--- src/rtl/bcrypt_b64_encoder_if.sv ---
// Load and character-stream signals of the bcrypt base64 encoder.
// master: the encoder side; slave: the producer of the load and consumer of the characters.
interface bcrypt_b64_encoder_if #(
    parameter int unsigned SALT_BYTES = 16,
    parameter int unsigned HASH_BYTES = 23
);
    localparam int SALT_W = (SALT_BYTES == 0) ? 1 : 8 * SALT_BYTES;
    localparam int HASH_W = (HASH_BYTES == 0) ? 1 : 8 * HASH_BYTES;

    logic              load_valid;
    logic              load_ready;
    logic [5:0]        cost;
    logic [SALT_W-1:0] salt;
    logic [HASH_W-1:0] hash;
    logic              char_valid;
    logic              char_ready;
    logic [7:0]        char_data;
    logic              char_last;

    modport master (
        input  load_valid, cost, salt, hash, char_ready,
        output load_ready, char_valid, char_data, char_last
    );

    modport slave (
        output load_valid, cost, salt, hash, char_ready,
        input  load_ready, char_valid, char_data, char_last
    );
endinterface

--- src/rtl/bcrypt_b64_encoder.sv ---
// Streams the modular-crypt string "$2<ver>$NN$" + salt chars + hash chars, one ASCII byte
// per valid/ready handshake. Characters come from a per-section shift register whose top
// six bits index the selected base64 alphabet; tail groups are zero-padded, no '=' chars.
module bcrypt_b64_encoder #(
    parameter int unsigned SALT_BYTES  = 16,
    parameter int unsigned HASH_BYTES  = 23,
    parameter int unsigned ALPHABET    = 0,
    parameter bit          EMIT_HEADER = 1'b1,
    parameter logic [7:0]  VERSION     = 8'h61
) (
    input  logic                 clk_i,
    input  logic                 rst_i,
    bcrypt_b64_encoder_if.master bus_io,
    output logic                 busy_o,
    output logic                 cost_warn_o
);
    localparam int SALT_CHARS = (8 * SALT_BYTES + 5) / 6;
    localparam int HASH_CHARS = (8 * HASH_BYTES + 5) / 6;
    localparam int SALT_W     = (SALT_BYTES == 0) ? 1 : 8 * SALT_BYTES;
    localparam int HASH_W     = (HASH_BYTES == 0) ? 1 : 8 * HASH_BYTES;
    localparam int SEC_CHARS  = (SALT_CHARS > HASH_CHARS) ? SALT_CHARS : HASH_CHARS;
    localparam int SHR_W      = (SEC_CHARS == 0) ? 6 : 6 * SEC_CHARS;
    localparam int MAX_CHARS  = (SEC_CHARS > 7) ? SEC_CHARS : 7;
    localparam int CNT_W      = $clog2(MAX_CHARS + 1);

    typedef enum logic [1:0] {StIdle, StHdr, StSalt, StHash} state_e;

    // Section entered after the header (or directly at load when no header is emitted).
    localparam state_e FirstSect = (SALT_CHARS > 0) ? StSalt :
                                   ((HASH_CHARS > 0) ? StHash : StIdle);
    localparam state_e AfterSalt = (HASH_CHARS > 0) ? StHash : StIdle;

    state_e              state_q, state_d, nxt_st;
    logic [CNT_W-1:0]    cnt_q, cnt_d, nxt_cnt;
    logic [SHR_W-1:0]    shr_q, shr_d;
    logic [5:0]          cost_q, cost_d;
    logic [SALT_W-1:0]   salt_q, salt_d, salt_src;
    logic [HASH_W-1:0]   hash_q, hash_d, hash_src;
    logic                warn_q, warn_d;
    logic                valid_q, valid_d;
    logic [7:0]          data_q, data_d;
    logic                last_q, last_d;
    logic                load_fire, char_fire, advance;
    logic [SHR_W-1:0]    salt_al, hash_al;

    function automatic logic [7:0] b64_char(input logic [5:0] v);
        logic [7:0] w;
        logic [7:0] c;
        w = {2'b00, v};
        if (ALPHABET == 0) begin
            if (v < 6'd2)        c = w + 8'd46;   // '.' '/'
            else if (v < 6'd28)  c = w + 8'd63;   // 'A'..'Z'
            else if (v < 6'd54)  c = w + 8'd69;   // 'a'..'z'
            else                 c = w - 8'd6;    // '0'..'9'
        end else begin
            if (v < 6'd26)       c = w + 8'd65;
            else if (v < 6'd52)  c = w + 8'd71;
            else if (v < 6'd62)  c = w - 8'd4;
            else if (v == 6'd62) c = 8'd43;       // '+'
            else                 c = 8'd47;       // '/'
        end
        return c;
    endfunction

    function automatic logic [7:0] hdr_char(input logic [CNT_W-1:0] idx, input logic [5:0] cost);
        logic [7:0] c;
        case (int'(idx))
            1:       c = 8'h32;
            2:       c = VERSION;
            4:       c = 8'h30 + {2'b00, cost / 6'd10};
            5:       c = 8'h30 + {2'b00, cost % 6'd10};
            default: c = 8'h24;
        endcase
        return c;
    endfunction

    assign load_fire = bus_io.load_valid && bus_io.load_ready;
    assign char_fire = valid_q && bus_io.char_ready;

    // At load the payload has not reached the registers yet, so sections entered in that
    // cycle take their bits straight from the bus.
    assign salt_src = load_fire ? bus_io.salt : salt_q;
    assign hash_src = load_fire ? bus_io.hash : hash_q;
    assign salt_al  = SHR_W'(salt_src) << (SHR_W - SALT_W);
    assign hash_al  = SHR_W'(hash_src) << (HASH_W > SHR_W ? 0 : SHR_W - HASH_W);

    // Next position in the string and the registered character presented there.
    always_comb begin
        state_d = state_q;
        cnt_d   = cnt_q;
        shr_d   = shr_q;
        cost_d  = cost_q;
        salt_d  = salt_q;
        hash_d  = hash_q;
        warn_d  = warn_q;
        valid_d = valid_q;
        data_d  = data_q;
        last_d  = last_q;
        nxt_st  = state_q;
        nxt_cnt = cnt_q;
        advance = 1'b0;

        if (load_fire) begin
            cost_d  = bus_io.cost;
            salt_d  = bus_io.salt;
            hash_d  = bus_io.hash;
            warn_d  = (bus_io.cost < 6'd4) || (bus_io.cost > 6'd31);
            advance = 1'b1;
            nxt_cnt = '0;
            nxt_st  = EMIT_HEADER ? StHdr : FirstSect;
        end else if (char_fire) begin
            advance = 1'b1;
            nxt_cnt = cnt_q + CNT_W'(1);
            case (state_q)
                StHdr: if (cnt_q == CNT_W'(6)) begin
                    nxt_st  = FirstSect;
                    nxt_cnt = '0;
                end
                StSalt: if (cnt_q == CNT_W'(SALT_CHARS - 1)) begin
                    nxt_st  = AfterSalt;
                    nxt_cnt = '0;
                end
                StHash: if (cnt_q == CNT_W'(HASH_CHARS - 1)) begin
                    nxt_st  = StIdle;
                    nxt_cnt = '0;
                end
                default: begin
                    nxt_st  = StIdle;
                    nxt_cnt = '0;
                end
            endcase
        end

        if (advance) begin
            state_d = nxt_st;
            cnt_d   = nxt_cnt;
            valid_d = (nxt_st != StIdle);
            data_d  = 8'h00;
            last_d  = 1'b0;
            case (nxt_st)
                StHdr: data_d = hdr_char(nxt_cnt, cost_d);
                StSalt: begin
                    shr_d  = (state_q == StSalt) ? (shr_q << 6) : salt_al;
                    data_d = b64_char(shr_d[SHR_W-1 -: 6]);
                    last_d = (HASH_CHARS == 0) && (nxt_cnt == CNT_W'(SALT_CHARS - 1));
                end
                StHash: begin
                    shr_d  = (state_q == StHash) ? (shr_q << 6) : hash_al;
                    data_d = b64_char(shr_d[SHR_W-1 -: 6]);
                    last_d = (nxt_cnt == CNT_W'(HASH_CHARS - 1));
                end
                default: ;
            endcase
        end
    end

    // State, payload and output registers; reset aborts any string in flight.
    always_ff @(posedge clk_i) begin
        if (rst_i) begin
            state_q <= StIdle;
            cnt_q   <= '0;
            shr_q   <= '0;
            cost_q  <= '0;
            salt_q  <= '0;
            hash_q  <= '0;
            warn_q  <= 1'b0;
            valid_q <= 1'b0;
            data_q  <= 8'h00;
            last_q  <= 1'b0;
        end else begin
            state_q <= state_d;
            cnt_q   <= cnt_d;
            shr_q   <= shr_d;
            cost_q  <= cost_d;
            salt_q  <= salt_d;
            hash_q  <= hash_d;
            warn_q  <= warn_d;
            valid_q <= valid_d;
            data_q  <= data_d;
            last_q  <= last_d;
        end
    end

    assign bus_io.load_ready = (state_q == StIdle) && !rst_i;
    assign bus_io.char_valid = valid_q;
    assign bus_io.char_data  = data_q;
    assign bus_io.char_last  = last_q;
    assign busy_o            = (state_q != StIdle);
    assign cost_warn_o       = warn_q;
endmodule

--- src/flat_wrapper.sv ---
// flat-port wrapper written by rule: the top's interface ports become plain ports
module bcrypt_b64_encoder_flat 
#(
    parameter int unsigned SALT_BYTES  = 16,
    parameter int unsigned HASH_BYTES  = 23,
    parameter int unsigned ALPHABET    = 0,
    parameter bit          EMIT_HEADER = 1'b1,
    parameter logic [7:0]  VERSION     = 8'h61
)
  (clk_i, rst_i, busy_o, cost_warn_o, bus_io_load_valid, bus_io_cost, bus_io_salt, bus_io_hash, bus_io_char_ready, bus_io_load_ready, bus_io_char_valid, bus_io_char_data, bus_io_char_last);
  bcrypt_b64_encoder_if #(.SALT_BYTES(SALT_BYTES), .HASH_BYTES(HASH_BYTES)) bus_io_i ();
  input  logic clk_i;
  input  logic rst_i;
  output logic busy_o;
  output logic cost_warn_o;
  input wire logic [$bits(bus_io_i.load_valid)-1:0] bus_io_load_valid;
  input wire logic [$bits(bus_io_i.cost)-1:0] bus_io_cost;
  input wire logic [$bits(bus_io_i.salt)-1:0] bus_io_salt;
  input wire logic [$bits(bus_io_i.hash)-1:0] bus_io_hash;
  input wire logic [$bits(bus_io_i.char_ready)-1:0] bus_io_char_ready;
  output wire logic [$bits(bus_io_i.load_ready)-1:0] bus_io_load_ready;
  output wire logic [$bits(bus_io_i.char_valid)-1:0] bus_io_char_valid;
  output wire logic [$bits(bus_io_i.char_data)-1:0] bus_io_char_data;
  output wire logic [$bits(bus_io_i.char_last)-1:0] bus_io_char_last;
  assign bus_io_i.load_valid = bus_io_load_valid;
  assign bus_io_i.cost = bus_io_cost;
  assign bus_io_i.salt = bus_io_salt;
  assign bus_io_i.hash = bus_io_hash;
  assign bus_io_i.char_ready = bus_io_char_ready;
  assign bus_io_load_ready = bus_io_i.load_ready;
  assign bus_io_char_valid = bus_io_i.char_valid;
  assign bus_io_char_data = bus_io_i.char_data;
  assign bus_io_char_last = bus_io_i.char_last;
  bcrypt_b64_encoder #(.SALT_BYTES(SALT_BYTES), .HASH_BYTES(HASH_BYTES), .ALPHABET(ALPHABET), .EMIT_HEADER(EMIT_HEADER), .VERSION(VERSION)) u_core (.clk_i(clk_i), .rst_i(rst_i), .bus_io(bus_io_i), .busy_o(busy_o), .cost_warn_o(cost_warn_o));
endmodule
--- config.mk ---
export PLATFORM = sky130hd
export DESIGN_NAME = bcrypt_b64_encoder_flat
export DESIGN_NICKNAME = d
export VERILOG_FILES = /design/src/rtl/bcrypt_b64_encoder_if.sv /design/src/rtl/bcrypt_b64_encoder.sv /design/src/flat_wrapper.sv
export SDC_FILE = /design/constraint.sdc
export NUM_CORES = 1
export LEC_CHECK = 0
export BUFFER_PORTS_ARGS = -buffer_cell sky130_fd_sc_hd__buf_2
export CORE_ASPECT_RATIO = 1.2
export CORE_MARGIN = 3
export CORE_UTILIZATION = 60
export CTS_CLUSTER_SIZE = 20
export DETAILED_ROUTE_END_ITERATION = 8
export PLACE_DENSITY = 0.9
export SLEW_MARGIN = 25
export SYNTH_ARGS = -nofsm -noshare
export SYNTH_HDL_FRONTEND = slang
export SYNTH_SLANG_ARGS = --single-unit
--- constraint.sdc ---
create_clock -name clk_i -period 4.2 [get_ports clk_i]
set_input_delay 0.42 -clock clk_i [delete_from_list [all_inputs] [get_ports clk_i]]
set_output_delay 0.42 -clock clk_i [all_outputs]
set_load 0.005 [all_outputs]
# After elaboration in Yosys (flattened, before gate mapping)
# Cells that the tools add are included.
# word_totals
word_cells	84
out_inout_bits	13
in_bits	322
regBits	516
# classes
add_sub_neg	11
eq_ne	14
magnitude_cmp	8
div_mod_pow	2
n_mux	29
n_reduce_logical	10
# op_table
cell	n
$mux 186	2
$pmux 180 s2	1
$mux 184	1
$mux 128	1
$mux 8	6
$pmux 8 s4	1
$add 6x6->7 const B	4
$mux 5	5
$pmux 8 s3	1
$add 6x7->8 const B	2
$eq 5x3->1 const B	3
$eq 5x5->1 const B	3
$pmux 5 s3	1
$add 6x6->7 const A	2
$sub 6x3->7 const B	2
$lt 6x2->1 const B	2
$lt 6x5->1 const B	2
$lt 6x6->1 const B	2
$mux 2	5
$eq 2x2->1 const B	4
$div 6x4->6 const B	1
$gt 6x5->1 const B	1
$lt 6x3->1 const B	1
$mod 6x4->6 const B	1
other kinds (13)	20

# Longest topological paths before layout
# logic_depth
depth_word	10
depth_mapped	14

# Worst setup path before layout
# No wires, ideal clock.
# synth_timing
path_kind	in2reg
from	in rst_i
to	reg u_core.data_q[0] (netlist: u_core.bus_io.char_data[0])
cell_stages	10
path_slack_ps	1261
arrival_ps	2808
setup_ps	132
required_ps	4068
cell_sequence	clkbuf_1 nor4b_2 mux2_2 or2_2 clkbuf_1 nor2_1 a21oi_2 mux2_1 nor4_1 o31ai_1
# synth_between
elab_chain_len	10
# synth_lines
element	line	rtl
start, declared	flat_wrapper.sv:13	input logic rst_i;
parallel branches: the longest is 10 deep, another holds $add 6x6->7	-	
end signal, assigned	bcrypt_b64_encoder.sv:179	data_q <= data_d;
end, declared	bcrypt_b64_encoder.sv:41	logic [7:0] data_q, data_d;
# Parallel ways; which one is timed is not known.
# A chain may end at the register's enable or synchronous reset.

# Worst setup path in the final report
# layout_timing
from	reg u_core.state_q[1]
to	reg u_core.shr_q[85]
# layout_between
elab_chain_len	7
# layout_lines
element	line	rtl
start, declared	bcrypt_b64_encoder.sv:33	state_e state_q, state_d, nxt_st;
start signal, assigned	bcrypt_b64_encoder.sv:160	state_q <= StIdle;
start signal, assigned	bcrypt_b64_encoder.sv:171	state_q <= state_d;
$eq 2x2->1, or another cell as far along	bcrypt_b64_encoder.sv:114, bcrypt_b64_encoder.sv:148	
$pmux 2 s3 or $logic_and 1x1->1 (tied branches)	bcrypt_b64_encoder.sv:114, bcrypt_b64_encoder.sv:184	
$mux 2 or $logic_and 1x1->1 (tied branches)	bcrypt_b64_encoder.sv:111, bcrypt_b64_encoder.sv:77	
$mux 2	bcrypt_b64_encoder.sv:103	if (load_fire) begin
$eq 2x2->1	bcrypt_b64_encoder.sv:140	case (nxt_st)
$reduce_bool 2->1 (no source line)	-	
$reduce_and 2->1 (no source line)	-	
end signal, assigned	bcrypt_b64_encoder.sv:173	shr_q <= shr_d;
end, declared	bcrypt_b64_encoder.sv:35	logic [SHR_W-1:0] shr_q, shr_d;
# Several ways; a longest one is shown, not always the timed one.

==> results.json <==
{
  "clock_sinks": 514,
  "ant_nets": 0,
  "synthFlopType": "dfxtp_1",
  "start_kind": "register",
  "dp_hpwl_um": 42810,
  "die_w_um": 186.4,
  "worstSetupPathType": "reg -> reg",
  "cts_hold_buffers": 0,
  "drive_above_1_share": 0.1574,
  "core_um2": 38160,
  "cp_max_fo": 137,
  "cap_viol_max_count": 0,
  "grt_setup_unrepaired": "no",
  "syn_inst": 2816,
  "cts_buffers": 49,
  "start_util": 0.6142,
  "grt_pass1_wl_um": 107300,
  "setup_viol": 0,
  "slew_viol_final": 0,
  "r2r_slack_ps": 330,
  "slowest_stage": "dfxtp_1",
  "p_leak_nw": 12.50,
  "ys_ff_latch": 514,
  "fmax_ghz": 0.2584,
  "gp_routability_congestion": 0.9501,
  "crit_chain": "or4b_4 > buf_12 > buf_12 > mux2i_1 > a211oi_1 > nor3_1 > nor3_1",
  "skew_ps": 24.47,
  "hold-worst-slack_ps": 104.3,
  "viasPerCell": 6.209,
  "grt.overflow.total": 0,
  "power_density_nw_per_um2": 397.4,
  "ioPinCount": 335,
  "cts-root-buf": "clkbuf_16",
  "clockBufferDepth": 3,
  "cts_setup_buffers": 0,
  "die-height_um": 222.5,
  "min_path_type": "in -> reg",
  "hold_viol": 0,
  "utilization": 0.7050,
  "slowest_delay_ps": 720,
  "layout_common_cells": "726 x nor2_1, 514 x dfxtp_1, 333 x buf_2, 318 x mux2i_1, 258 x nor3_1",
  "first_global_vias": 21320,
  "syn_area_per_cell_um2": 8.323,
  "dr.pass1.iters": 8,
  "layout_commonest_cell": "nor2_1",
  "syn2layout_area_growth_pct": 14.78,
  "arrival_ps": 4270,
  "syn_area_um2": 23440,
  "route.vias.total": 22080,
  "fin_crit_sh": 0.9215,
  "crit_required_ps": 4600,
  "fin_nets": 3328,
  "synth.distinct_cells": 68,
  "grt_max_degree": 138,
  "drt_iter0_drc": 2517,
  "synth_edf_count": 0,
  "async_flop_share": 0,
  "io_buffers": 334,
  "crit_buf_inv": 2,
  "tns_ps": 0,
  "detail_route.wl_per_cell_um": 19.04,
  "clock_latency_ps": 580,
  "htreeDepth": 2,
  "yosys_warnings": 0,
  "rows": 78,
  "cts_tree": "built",
  "postLayoutCellArea_um2": 26900,
  "critPathCaptureType": "register",
  "cts_resized": 0,
  "grt_antenna_before_repair": 20,
  "worstMarginPinSlew_ps": 1057,
  "drc_errors": 0,
  "dieArea_um2": 41480,
  "relSlewSlack": 0.2954,
  "period_minus_slack_ps": 3870,
  "cp_top_family": "buffers and inverters",
  "post_dp_cell_area_um2": 25160,
  "max-vdd-ir-drop_uv": 399.1,
  "grt_usage": 0.3079,
  "clk_pin_slew_ps": 60,
  "run_status": "completed",
  "wl_um": 67720,
  "ys_seq_area_frac": 0.4390
}
==> worst register-to-register path, stage by stage (launching register included) <==
cell and delay [ps]:
dfxtp_1 720, or4b_4 540, buf_12 670, buf_12 840, mux2i_1 430, a211oi_1 120
nor3_1 270, nor3_1 90
==> power by group <==
part / internal [mW] / leakage (nW) / total (mW) / switching (mW)
clock network: 2.56 / 0.803 / 4.45 / 1.90
logic: 0.461 / 7.52 / 1.17 / 0.706
registers: 5.02 / 4.18 / 5.07 / 0.0460
==> per-stage QoR <==
stage | power (mW) | cells | worst slack [ps]
finish | 10.69 | 3556 | 329.8
global route | 11.01 | 3551 | 142.7
CTS | 10.69 | 3542 | 424.3
detailed placement | 6.303 | 3456 | 503.2
global placement | 6.255 | 3456 | 586.2
floorplan | 5.925 | 2817 | 1261
==> flip-flops by register name (all words and copies together) (netlist names) <==
signal,count
u_core.hash_q,184
u_core.shr_q,178
u_core.cnt_q,5
u_core.state_q,2
u_core.bus_io.char_last,1
u_core.cost_q,6
u_core.cost_warn_o,1
u_core.bus_io.char_valid,1
u_core.bus_io.char_data,8
u_core.salt_q,128
==> kinds of logic after synthesis <==
group / count (synthesis) / synth area share
buffers and inverters: 260 / 0.04425
adder cells (fa/ha/maj): 17 / 0.008968
multiplexers: 329 / 0.1419
AND/OR/NAND/NOR: 1143 / 0.2045
other: 1 / 0.0001600
AO/OA/AOI/OAI: 549 / 0.1601
XOR/XNOR: 3 / 0.001121
flip-flops: 514 / 0.4390
==> cell type report <==
type	instances	area, um2
Clock buffer	72	1474
Antenna cell	11	27.53
Tap cell	520	650.6
Fill cell	2764	11260
Multi-Input combinational cell	2043	12180
Timing Repair Buffer	368	2072
Sequential cell	514	10290
Clock inverter	14	157.7
Inverter	14	52.55
==> routing by layer <==
layer,part of all wire,track usage,up-vias
li1,-,-,10300
met3,0.085,0.06770,288
met1,0.39,0.3747,10310
met5,0.0012,0,-
met2,0.48,0.5172,1166
met4,0.051,0.1530,18
==> cells in the mapped netlist, drive strengths merged, types with 4 or more instances <==
cell / n / area share
nand2b: 7 / 0.0019
a221oi: 4 / 0.0015
and2: 4 / 0.0011
a22oi: 5 / 0.0016
o211ai: 56 / 0.018
nand2: 102 / 0.016
buf: 57 / 0.012
inv: 14 / 0.0022
a211oi: 249 / 0.080
nand3: 15 / 0.0032
mux2: 8 / 0.0040
a21boi: 6 / 0.0019
nor3: 259 / 0.056
nor2: 730 / 0.12
a21o: 16 / 0.0052
nand3b: 4 / 0.0013
o221ai: 4 / 0.0015
a32oi: 5 / 0.0019
o21ai: 29 / 0.0062
dfxtp: 514 / 0.44
mux2i: 321 / 0.14
a31oi: 11 / 0.0029
o31ai: 5 / 0.0016
ha: 16 / 0.0085
a21oi: 133 / 0.029
clkbuf: 189 / 0.030
==> path summary, 6_finish.rpt <==
kind | to | from | depth (start not counted)
worst max-delay path | u_core.shr_q[85] | u_core.state_q[1] | 7
worst min-delay path | u_core.salt_q[54] | bus_io_salt[54] | 3
worst max register to register | u_core.shr_q[85] | u_core.state_q[1] | 7
worst min register to register | u_core.shr_q[9] | u_core.shr_q[9] | 2
Note: power is estimated with default switching activity, not from simulation.
